$ cat config.mk
export PLATFORM = sky130hd
export DESIGN_NAME = cakegame_multi
export DESIGN_NICKNAME = d
export VERILOG_FILES = /design/src/rtl/cakegame_multi.sv
export SDC_FILE = /design/constraint.sdc
export NUM_CORES = 1
export LEC_CHECK = 0
export BUFFER_PORTS_ARGS = -buffer_cell sky130_fd_sc_hd__buf_2
export CAP_MARGIN = 25
export CORE_MARGIN = 2
export CORE_UTILIZATION = 49
export DETAILED_ROUTE_END_ITERATION = 16
export PLACE_DENSITY = 0.66
export SLEW_MARGIN = 20
export SYNTH_ARGS = -nofsm -noshare
export SYNTH_HDL_FRONTEND = slang
export SYNTH_SLANG_ARGS = --single-unit
$ cat constraint.sdc
create_clock -name clock -period 5.7 [get_ports clock]
set_input_delay 1.14 -clock clock [delete_from_list [all_inputs] [get_ports clock]]
set_output_delay 1.14 -clock clock [all_outputs]
set_load 0.02 [all_outputs]
$ cat src/rtl/cakegame_multi.sv
// cakegame_multi: parametrised Simon-style memory game.
// Each round appends an LFSR-derived item to the stored sequence, plays the
// whole sequence on the lamps, then checks the player's presses in order.
// Optional feature: define CAKEGAME_PAUSE_EN to add the pausar input, which
// freezes the show/wait phases and darkens the lamps while high.
module cakegame_multi #(
  parameter int N_BUTTONS      = 7,
  parameter int SEQ_LEN        = 16,
  parameter int SHOW_CYCLES    = 1000,
  parameter int TIMEOUT_CYCLES = 5000,
  parameter int LIVES          = 3,
  parameter int POINTS_W       = 4
) (
  input  logic                 clock,
  input  logic                 reset,
  input  logic                 jogar,
  input  logic                 dificuldade,
  input  logic [N_BUTTONS-1:0] botoes,
`ifdef CAKEGAME_PAUSE_EN
  input  logic                 pausar,
`endif
  output logic [N_BUTTONS-1:0] jogadas,
  output logic [3:0]           estado,
  output logic [POINTS_W-1:0]  pontuacao,
  output logic [2:0]           vidas,
  output logic                 pronto,
  output logic                 ganhou
);

  localparam int IDX_W  = (N_BUTTONS > 1) ? $clog2(N_BUTTONS) : 1;
  localparam int RND_W  = $clog2(SEQ_LEN + 1);
  localparam int ADDR_W = (SEQ_LEN > 1) ? $clog2(SEQ_LEN) : 1;
  localparam int MEM_D  = 1 << ADDR_W;
  localparam int TMAX   = (SHOW_CYCLES > TIMEOUT_CYCLES) ? SHOW_CYCLES : TIMEOUT_CYCLES;
  localparam int TMR_W  = $clog2(TMAX + 1);
  // Halved periods never drop below one cycle.
  localparam int SHOW_H = (SHOW_CYCLES / 2 > 0) ? SHOW_CYCLES / 2 : 1;
  localparam int TO_H   = (TIMEOUT_CYCLES / 2 > 0) ? TIMEOUT_CYCLES / 2 : 1;
  localparam logic [TMR_W-1:0] SHOW_LAST_F = TMR_W'(SHOW_CYCLES - 1);
  localparam logic [TMR_W-1:0] SHOW_LAST_H = TMR_W'(SHOW_H - 1);
  localparam logic [TMR_W-1:0] WAIT_LAST_F = TMR_W'(TIMEOUT_CYCLES - 1);
  localparam logic [TMR_W-1:0] WAIT_LAST_H = TMR_W'(TO_H - 1);
  localparam logic [N_BUTTONS-1:0] ONE_LAMP = {{(N_BUTTONS-1){1'b0}}, 1'b1};

  typedef enum logic [3:0] {
    S_IDLE      = 4'd0,
    S_INIT      = 4'd1,
    S_APPEND    = 4'd2,
    S_SHOW_ON   = 4'd3,
    S_SHOW_OFF  = 4'd4,
    S_WAIT_PLAY = 4'd5,
    S_ROUND_OK  = 4'd8,
    S_WRONG     = 4'd9,
    S_WIN       = 4'd10,
    S_LOSE      = 4'd11
  } state_t;

  state_t                state_q, state_d;
  logic [15:0]           lfsr_q, lfsr_d;
  logic [N_BUTTONS-1:0]  prev_q, prev_d;
  logic [RND_W-1:0]      round_q, round_d;
  logic [RND_W-1:0]      pos_q, pos_d;
  logic [TMR_W-1:0]      timer_q, timer_d;
  logic                  diff_q, diff_d;
  logic [POINTS_W-1:0]   pontos_q, pontos_d;
  logic [2:0]            vidas_q, vidas_d;
  logic [N_BUTTONS-1:0]  jogadas_q, jogadas_d;
  logic                  pronto_q, pronto_d;
  logic                  ganhou_q, ganhou_d;
  logic [IDX_W-1:0]      seq_q [MEM_D];

  logic [IDX_W-1:0]      cand_s, item_s, press_idx_s, show_item_s;
  logic [ADDR_W-1:0]     wr_addr_s, pos_addr_s, show_addr_s;
  logic [RND_W-1:0]      pos_next_s;
  logic [TMR_W-1:0]      show_last_s, wait_last_s;
  logic                  press_s, single_s, hit_s, seq_we_s;
  logic                  hold_s, hold_next_s;

  // Candidate item folds out-of-range LFSR values back into 0..N-1.
  assign cand_s      = lfsr_q[IDX_W-1:0];
  assign item_s      = (int'(cand_s) < N_BUTTONS) ? cand_s : IDX_W'(int'(cand_s) - N_BUTTONS);
  assign wr_addr_s   = ADDR_W'(round_q);
  assign pos_addr_s  = ADDR_W'(pos_q);
  assign pos_next_s  = pos_q + RND_W'(1);
  assign show_last_s = diff_q ? SHOW_LAST_H : SHOW_LAST_F;
  assign wait_last_s = diff_q ? WAIT_LAST_H : WAIT_LAST_F;
  assign press_s     = (botoes != '0) && (prev_q == '0);
  assign single_s    = (botoes != '0) && ((botoes & (botoes - ONE_LAMP)) == '0);
  assign hit_s       = single_s && (press_idx_s == seq_q[pos_addr_s]);

`ifdef CAKEGAME_PAUSE_EN
  assign hold_s      = pausar && ((state_q == S_SHOW_ON) || (state_q == S_SHOW_OFF) ||
                                  (state_q == S_WAIT_PLAY));
  assign hold_next_s = pausar && ((state_d == S_SHOW_ON) || (state_d == S_SHOW_OFF) ||
                                  (state_d == S_WAIT_PLAY));
`else
  assign hold_s      = 1'b0;
  assign hold_next_s = 1'b0;
`endif

  // Encode the index of the pressed button (meaningful only for a single press).
  always_comb begin
    press_idx_s = '0;
    for (int i = 0; i < N_BUTTONS; i++) begin
      press_idx_s = botoes[i] ? IDX_W'(i) : press_idx_s;
    end
  end

  // Game sequencing: next state, counters, score, lives and LFSR step.
  always_comb begin
    state_d  = state_q;
    round_d  = round_q;
    pos_d    = pos_q;
    timer_d  = timer_q;
    diff_d   = diff_q;
    pontos_d = pontos_q;
    vidas_d  = vidas_q;
    seq_we_s = 1'b0;
    prev_d   = botoes;
    lfsr_d   = {lfsr_q[14:0], lfsr_q[15] ^ lfsr_q[13] ^ lfsr_q[12] ^ lfsr_q[10]};
    case (state_q)
      S_IDLE: begin
        if (jogar) state_d = S_INIT;
        else       state_d = S_IDLE;
      end
      S_INIT: begin
        round_d  = '0;
        pontos_d = '0;
        vidas_d  = 3'(LIVES);
        diff_d   = dificuldade;
        state_d  = S_APPEND;
      end
      S_APPEND: begin
        seq_we_s = 1'b1;
        round_d  = round_q + RND_W'(1);
        pos_d    = '0;
        timer_d  = '0;
        state_d  = S_SHOW_ON;
      end
      S_SHOW_ON: begin
        if (hold_s) begin
          timer_d = timer_q;
        end else if (timer_q == show_last_s) begin
          timer_d = '0;
          state_d = S_SHOW_OFF;
        end else begin
          timer_d = timer_q + TMR_W'(1);
        end
      end
      S_SHOW_OFF: begin
        if (hold_s) begin
          timer_d = timer_q;
        end else if (timer_q == show_last_s) begin
          timer_d = '0;
          if (pos_next_s < round_q) begin
            pos_d   = pos_next_s;
            state_d = S_SHOW_ON;
          end else begin
            pos_d   = '0;
            state_d = S_WAIT_PLAY;
          end
        end else begin
          timer_d = timer_q + TMR_W'(1);
        end
      end
      S_WAIT_PLAY: begin
        // A press in the expiry cycle takes precedence over the timeout.
        if (hold_s) begin
          timer_d = timer_q;
        end else if (press_s) begin
          if (hit_s) begin
            pos_d   = pos_next_s;
            timer_d = '0;
            if (pos_next_s == round_q) state_d = S_ROUND_OK;
            else                       state_d = S_WAIT_PLAY;
          end else begin
            state_d = S_WRONG;
          end
        end else if (timer_q == wait_last_s) begin
          state_d = S_WRONG;
        end else begin
          timer_d = timer_q + TMR_W'(1);
        end
      end
      S_ROUND_OK: begin
        pontos_d = (pontos_q == {POINTS_W{1'b1}}) ? pontos_q : pontos_q + POINTS_W'(1);
        state_d  = (round_q == RND_W'(SEQ_LEN)) ? S_WIN : S_APPEND;
      end
      S_WRONG: begin
        vidas_d = vidas_q - 3'd1;
        if (vidas_q == 3'd1) begin
          state_d = S_LOSE;
        end else begin
          pos_d   = '0;
          timer_d = '0;
          state_d = S_SHOW_ON;
        end
      end
      S_WIN, S_LOSE: begin
        if (jogar) state_d = S_INIT;
        else       state_d = state_q;
      end
      default: begin
        state_d = S_IDLE;
      end
    endcase
  end

  // Next lamp/flag values follow the next state so the outputs can be flopped.
  // The item being appended this cycle is forwarded to the lamp directly.
  always_comb begin
    show_addr_s = ADDR_W'(pos_d);
    show_item_s = (seq_we_s && (wr_addr_s == show_addr_s)) ? item_s : seq_q[show_addr_s];
    if (hold_next_s) begin
      jogadas_d = '0;
    end else if (state_d == S_SHOW_ON) begin
      jogadas_d = ONE_LAMP << show_item_s;
    end else if (state_d == S_WAIT_PLAY) begin
      jogadas_d = botoes;
    end else begin
      jogadas_d = '0;
    end
    pronto_d = (state_d == S_WIN) || (state_d == S_LOSE);
    ganhou_d = (state_d == S_WIN);
  end

  // State and output registers with synchronous reset.
  always_ff @(posedge clock) begin
    if (reset) begin
      state_q   <= S_IDLE;
      lfsr_q    <= 16'hACE1;
      prev_q    <= '0;
      round_q   <= '0;
      pos_q     <= '0;
      timer_q   <= '0;
      diff_q    <= 1'b0;
      pontos_q  <= '0;
      vidas_q   <= 3'd0;
      jogadas_q <= '0;
      pronto_q  <= 1'b0;
      ganhou_q  <= 1'b0;
    end else begin
      state_q   <= state_d;
      lfsr_q    <= lfsr_d;
      prev_q    <= prev_d;
      round_q   <= round_d;
      pos_q     <= pos_d;
      timer_q   <= timer_d;
      diff_q    <= diff_d;
      pontos_q  <= pontos_d;
      vidas_q   <= vidas_d;
      jogadas_q <= jogadas_d;
      pronto_q  <= pronto_d;
      ganhou_q  <= ganhou_d;
    end
  end

  // Sequence memory; contents are don't-care after reset.
  always_ff @(posedge clock) begin
    if (seq_we_s && !reset) seq_q[wr_addr_s] <= item_s;
  end

  assign jogadas   = jogadas_q;
  assign estado    = state_q;
  assign pontuacao = pontos_q;
  assign vidas     = vidas_q;
  assign pronto    = pronto_q;
  assign ganhou    = ganhou_q;

endmodule
==> flow_summary_export.csv, run 1 <==
group,metric,value,unit
die,initial_core_util,50.75,%
pwr,p_total,2.133,mW
critical_path,crit_slowest_cell,"dfxtp_1",
clock_network,clock_sinks,115,
place,portBuffers,30,
yosys,yosysSeqAreaShare,45.27,%
clock_network,postCtsSetupBuffers,0,
route,routedWlPerCell,18.39,um
global_routing,grt_overflow,0,
critical_path,max_stage_delay,0.74,ns
global_routing,grt_usage,24.99,%
yosys,netlist.area_leader.share,23.45,%
yosys,yosysUniqueCellTypes,80,
critical_path,startpoint,"pos_q[0]",
critical_path,path_class,"register to register",
route,via_count,5015,
route,viasPerCell,5.921,
worst_hold_path,hold_depth,1,
final_layout,diodes,0,
global_routing,met3_usage,6.956,%
final_layout,layout.nets,692,
final_layout,drive_gt1_share,16.05,%
final_layout,area.growth.synth_to_final,15.63,%
run,maxCapViolCount,0,
die,die-width,116.0,um
clock_network,h-tree-depth,4,
pwr,leakagePower,2.585,nW
clock_network,clk-insertion-delay-late,0.42,ns
die,core_area,12110,um^2
critical_path,reg2reg_depth,13,
yosys,synth_area_per_cell,9.726,um^2
clock_network,numCtsBuffers,17,
die,ios,31,
route,drt_wl_total,15.57,mm
worst_hold_path,hold_class,"register to register",
sta,min_period,4.991,ns
critical_path,crit_chain,"mux4_2 -> mux2_2 -> and3_4 -> or4_4 -> a2111oi_4 -> buf_4 -> a211o_1 -> o211ai_4 -> xnor2_1 -> nor4_2 -> a221o_1 -> nand3_1 -> o31ai_1",
yosys,synth_area,6147,um^2
die,die_h,116.0,um
global_routing,grt_busiest_layer,"met2",
outcome,status,"finished clean",
critical_path,r2r_start,"pos_q[0]",
clock_network,clkTransAtPathRegs,0.06,ns
yosys,synthCells,632,
route,antenna_left,0,
place,place.gp.congestion,0.9717,
yosys,synth_edf_count,48,
clock_network,cts.repair.resized,0,
clock_network,clock-root-buffer,"clkbuf_16",
critical_path,cp.required,6.03,ns
route,dr.pass1.iters,7,
critical_path,end_kind,"register",
route,drt_iter0_drc,391,
clock_network,ctsHoldBuffers,0,
critical_path,worstPathArrival,5.32,ns
global_routing,grt_pass1_vias,4886,
yosys,ys.flop_type,"dfxtp_1",
global_routing,grt.met1_usage,32.35,%
sta,finalMaxSlewViolations,0,
sta,clock_skew,0.007828,ns
sta,fin_crit_sh,87.56,%
critical_path,r2r_end,"jogadas[3]",
die,dieArea,13460,um^2
global_routing,grt_pass1_wl,25.27,mm
yosys,synth_seq_cells,115,
clock_network,cts_tree,"done",
worst_hold_path,min_to,"lfsr_q[15]",
sta,grt_setup_unrepaired,"no",
route,drc,0,
clock_network,cts_buffer_depth,2,
yosys,syn_nets,658,
die,fp-row-count,40,
sta,slew_headroom,39.71,%
sta,finalSetupTns,0,ns
yosys,yosysTopAreaCell,"edfxtp_1",
critical_path,r2r_setup_slack,0.71,ns
global_routing,antenna_found_initial,0,
yosys,async_flop_share,0,%
sta,fmax,200.4,MHz
sta,hold_viol,0,
pwr,peakVddDrop,0.2797,mV
global_routing,grt_max_degree,53,
sta,setup_violations,0,
critical_path,critPathLaunchType,"register",
place,dpl.hpwl,11.31,mm
pwr,power_density,300.1,nW/um^2
worst_hold_path,hp-start,"lfsr_q[14]",
sta,tightest_slew,0.9015,ns
yosys,synth_warnings,0,
global_routing,grt_util_met2,39.06,%
critical_path,critPathMaxFanout,14,
yosys,synth_area_leaders,"edfxtp_1 (23%), dfxtp_1 (22%), nor2_1 (4.8%)",
## flip-flops by register name, summed over array words and instances, names as in the netlist
register	flops
seq_q	48
pronto	1
vidas	3
pos_q	5
estado	4
round_q	5
ganhou	1
pontuacao	4
prev_q	7
jogadas	7
diff_q	1
lfsr_q	16
timer_q	13
## worst max path at each step
stage	to	slack, ns	cells past startpoint
floorplan	jogadas[4]	1.10	13
global placement	jogadas[2]	0.63	14
detailed placement	jogadas[5]	0.60	14
CTS	jogadas[5]	0.75	13
global route	jogadas[5]	0.41	13
finish	jogadas[3]	0.71	13
## synth_stat cells, types with 8 or more instances
library cell and number:
a21oi_1 30, a31oi_1 8, clkbuf_1 18, dfxtp_1 67, edfxtp_1 48, ha_1 15
inv_1 18, mux2i_1 18, mux4_2 8, nand2_1 61, nand2b_1 12, nand3_1 26
nor2_1 78, nor2b_1 18, nor3_1 8, o21ai_0 17, o31ai_1 10, or2_2 8
xnor2_1 10, xor2_1 14
## report_power, final
group | internal [mW] | switching [mW]
clock network | 0.715 | 0.377
logic | 0.0493 | 0.0910
registers | 0.885 | 0.0160
total | 1.65 | 0.484
## placed cells by master, fill, tap and decap left out, drive strengths merged, types with 8 or more instances in the layout
| master | instances |
|---|---|
| nand2 | 61 |
| nor2 | 79 |
| edfxtp | 48 |
| inv | 19 |
| a31oi | 8 |
| clkbuf | 24 |
| a21oi | 30 |
| mux4 | 8 |
| xor2 | 14 |
| nor2b | 18 |
| buf | 40 |
| o31ai | 10 |
| ha | 15 |
| nor3 | 9 |
| or2 | 9 |
| dfxtp | 67 |
| nand3 | 26 |
| mux2i | 18 |
| xnor2 | 10 |
| nand2b | 12 |
| o21ai | 18 |
## logic make-up (layout without fill, tap and decap cells)
kind of cell               Yosys count  in the layout  synth area share [%]
xor gates and xnor gates            24             24                 3.419
AOI/OAI and AO/OA                  145            145                 17.57
muxes                               31             31                 6.778
DFF                                115            115                 45.27
buffers and inverters               44             91                 2.971
adders and majority gates           15             15                 3.053
and+or+nand+nor                    258            258                 20.94
## final cells by class
class / instances / area [um^2]
sequential: 115 / 2783
timing repair buffer: 40 / 225.2
multi-input combinational: 473 / 3188
clock buffer: 24 / 545.5
clock inverter: 8 / 85.08
tap: 168 / 210.2
fill: 1059 / 5004
inverter: 19 / 71.32
## metrics by stage
stage / util (%) / cell area, um^2 / hold slack (ns) / worst slack [ns] / cells
after floorplan: - / 6147 / 0.3895 / 1.097 / 632
after global placement: 53.48 / 6477 / 0.3961 / 0.6316 / 815
after detailed placement: 53.48 / 6477 / 0.3988 / 0.5961 / 815
after CTS: 58.69 / 7108 / 0.4120 / 0.7550 / 847
after global routing: 58.69 / 7108 / 0.4188 / 0.4073 / 847
final: 58.69 / 7108 / 0.4113 / 0.7093 / 847
## worst max-delay path, delay by kind of cell (launching register included)
kind / cells / cell delay, ns
multiplexers: 2 / 0.94
buffers and inverters: 1 / 0.26
AO/OA/AOI/OAI: 5 / 1.22
XOR/XNOR: 1 / 0.18
AND/OR/NAND/NOR: 4 / 1.54
flip-flops: 1 / 0.74
## layer usage
metal / routed length (um) / up-vias
met5: 0 / -
met4: 458 / 0
met3: 1102 / 34
met2: 7194 / 210
met1: 6817 / 2361
li1: - / 2410
Note: power is estimated with default switching activity, not from simulation.
==> inputs of run 2 (changes only) <==
Settings changed: RECOVER_POWER set to 25.
Clock period 5.7 ns to 5.5 ns, I/O delays scaled along.
==> flow_summary_export.csv, run 2 (same netlist as run 1, synthesis figures left out) <==
group,metric,value,unit
critical_path,end_kind,"register",
global_routing,grt_usage,24.21,%
place,pre_cts_ws,0.4178,ns
place,place_area,6485,um^2
final_layout,largest_register_ffs,48,
route,dr.pass1.iters,5,
global_routing,antenna_found_initial,0,
sta,fin_crit_sh,86.43,%
final_layout,fillerInstances,1061,
clock_network,postCtsSetupBuffers,0,
sta,hold_viol,0,
worst_hold_path,hold_class,"register to register",
global_routing,grt_overflow,0,
sta,fin_hold_ws,0.4110,ns
critical_path,critPathLaunchType,"register",
clock_network,cts_buffer_depth,2,
sta,tightest_slew,2.198,ns
pwr,p_int,1.690,mW
clock_network,numCtsBuffers,17,
route,drt_wl_total,15.47,mm
route,routedWlPerCell,18.24,um
final_layout,final_cell_mix,"nor2_1 (78), dfxtp_1 (67), nand2_1 (61), edfxtp_1 (48)",
route,antenna_left,0,
pwr,peakVddDrop,0.2392,mV
final_layout,stdcell_area,7096,um^2
clock_network,cts_tree,"done",
pwr,pwr-share-seq,41.9,%
clock_network,clkTransAtPathRegs,0.06,ns
critical_path,critPathMaxFanout,9,
clock_network,h-tree-depth,4,
pwr,leakagePower,2.575,nW
sta,fmax,210.4,MHz
final_layout,area.growth.synth_to_final,15.43,%
sta,grt_setup_unrepaired,"no",
clock_network,cts.repair.resized,0,
final_layout,layout_commonest_cell,"nor2_1",
sta,finalSetupTns,0,ns
die,core_area,12110,um^2
critical_path,path_class,"register to register",
outcome,status,"complete, but fails checks",
final_layout,layout.nets,693,
route,drc,0,
pwr,pwr-share-clk,51.6,%
die,dieArea,13460,um^2
final_layout,drive_gt1_share,16.03,%
final_layout,regMostFlops,"seq_q",
die,die-width,116.0,um
pwr,power_frac_comb,6.5,%
global_routing,grt_pass1_wl,24.28,mm
die,fp-row-count,40,
final_layout,largestRegisters,"seq_q x48, lfsr_q x16, timer_q x13",
clock_network,clock_sinks,115,
final_layout,multiInputGateArea,3188,um^2
route,viasPerCell,5.988,
critical_path,worstPathArrival,5.04,ns
die,initial_core_util,50.75,%
sta,min_period,4.754,ns
clock_network,ctsHoldBuffers,0,
sta,slew_headroom,-46.53,%
die,ios,31,
sta,setup_violations,0,
global_routing,grt_max_degree,53,
place,portBuffers,30,
pwr,switching_share,24.07,%
sta,clock_skew,0.008926,ns
route,via_count,5078,
pwr,power_density,313.7,nW/um^2
clock_network,clock-root-buffer,"clkbuf_16",
sta,worst_slack,0.7463,ns
pwr,p_total,2.226,mW
critical_path,cp.required,5.79,ns
die,die_h,116.0,um
outcome,failed_checks,"capacitance limit, slew limit",
run,maxCapViolCount,1,
route,drt_iter0_drc,341,
final_layout,diodes,0,
sta,finalMaxSlewViolations,53,
global_routing,grt_pass1_vias,4719,
place,place.gp.congestion,0.9574,
clock_network,clk-insertion-delay-late,0.42,ns
place,dpl.hpwl,11.24,mm
pwr,p_switching,535.8,uW
final_layout,regArea,2783,um^2
-- run 2: cell count changes in the layout (fill, tap and decap cells not counted), sizes merged --
cell    previous run  this run
bufinv             1         3
clkbuf            24        19
clkinv             5         4
inv               19        25
buf               40        39
-- run 2: final timing paths --
path	from	to	slack, ns	depth (start not counted)
max reg2reg	pos_q[0]	jogadas[3]	0.75	12
min reg2reg	lfsr_q[9]	lfsr_q[10]	0.41	1
min	lfsr_q[9]	lfsr_q[10]	0.41	1
max	pos_q[0]	jogadas[3]	0.75	12
-- run 2: worst max-delay path: stages (launching register included) --
cell and delay [ns]:
dfxtp_1 0.48, mux4_2 0.62, mux2_2 0.29, and3_4 0.18
or4_4 0.55, a2111oi_4 0.37, mux2i_1 0.58, clkinv_1 0.41
a221oi_1 0.33, a311o_1 0.17, a21oi_1 0.10, o31ai_1 0.42
o31ai_1 0.13
-- run 2: routing by layer --
layer,global-route usage [%],vias to the layer above,wire length (um)
li1,-,2412,-
met1,31.94,2421,6877
met2,37.89,207,7142
met3,5.126,38,887
met4,12.06,0,559
met5,0,-,0
-- run 2: power by group through the flow --
stage,sequential [mW],clock [mW],combinational (mW)
finish,0.933,1.15,0.145
global route,0.935,1.20,0.162
CTS,0.932,1.16,0.145
detailed placement,0.950,0,0.144
global placement,0.949,0,0.141
floorplan,0.948,0,0.0985
-- run 2: layout make-up --
cell class	count	share of cell area, %
clock inverter	15	2.716
timing repair buffer	41	3.174
sequential	115	39.22
clock buffer	17	5.995
multi-input combinational	473	44.93
tap	168	2.962
inverter	19	1.005
-- run 2: through the flow --
stage | std cells | utilization (%)
floorplan | 632 | -
global placement | 816 | 53.54
detailed placement | 816 | 53.54
CTS | 848 | 58.65
global route | 848 | 58.58
finish | 848 | 58.58
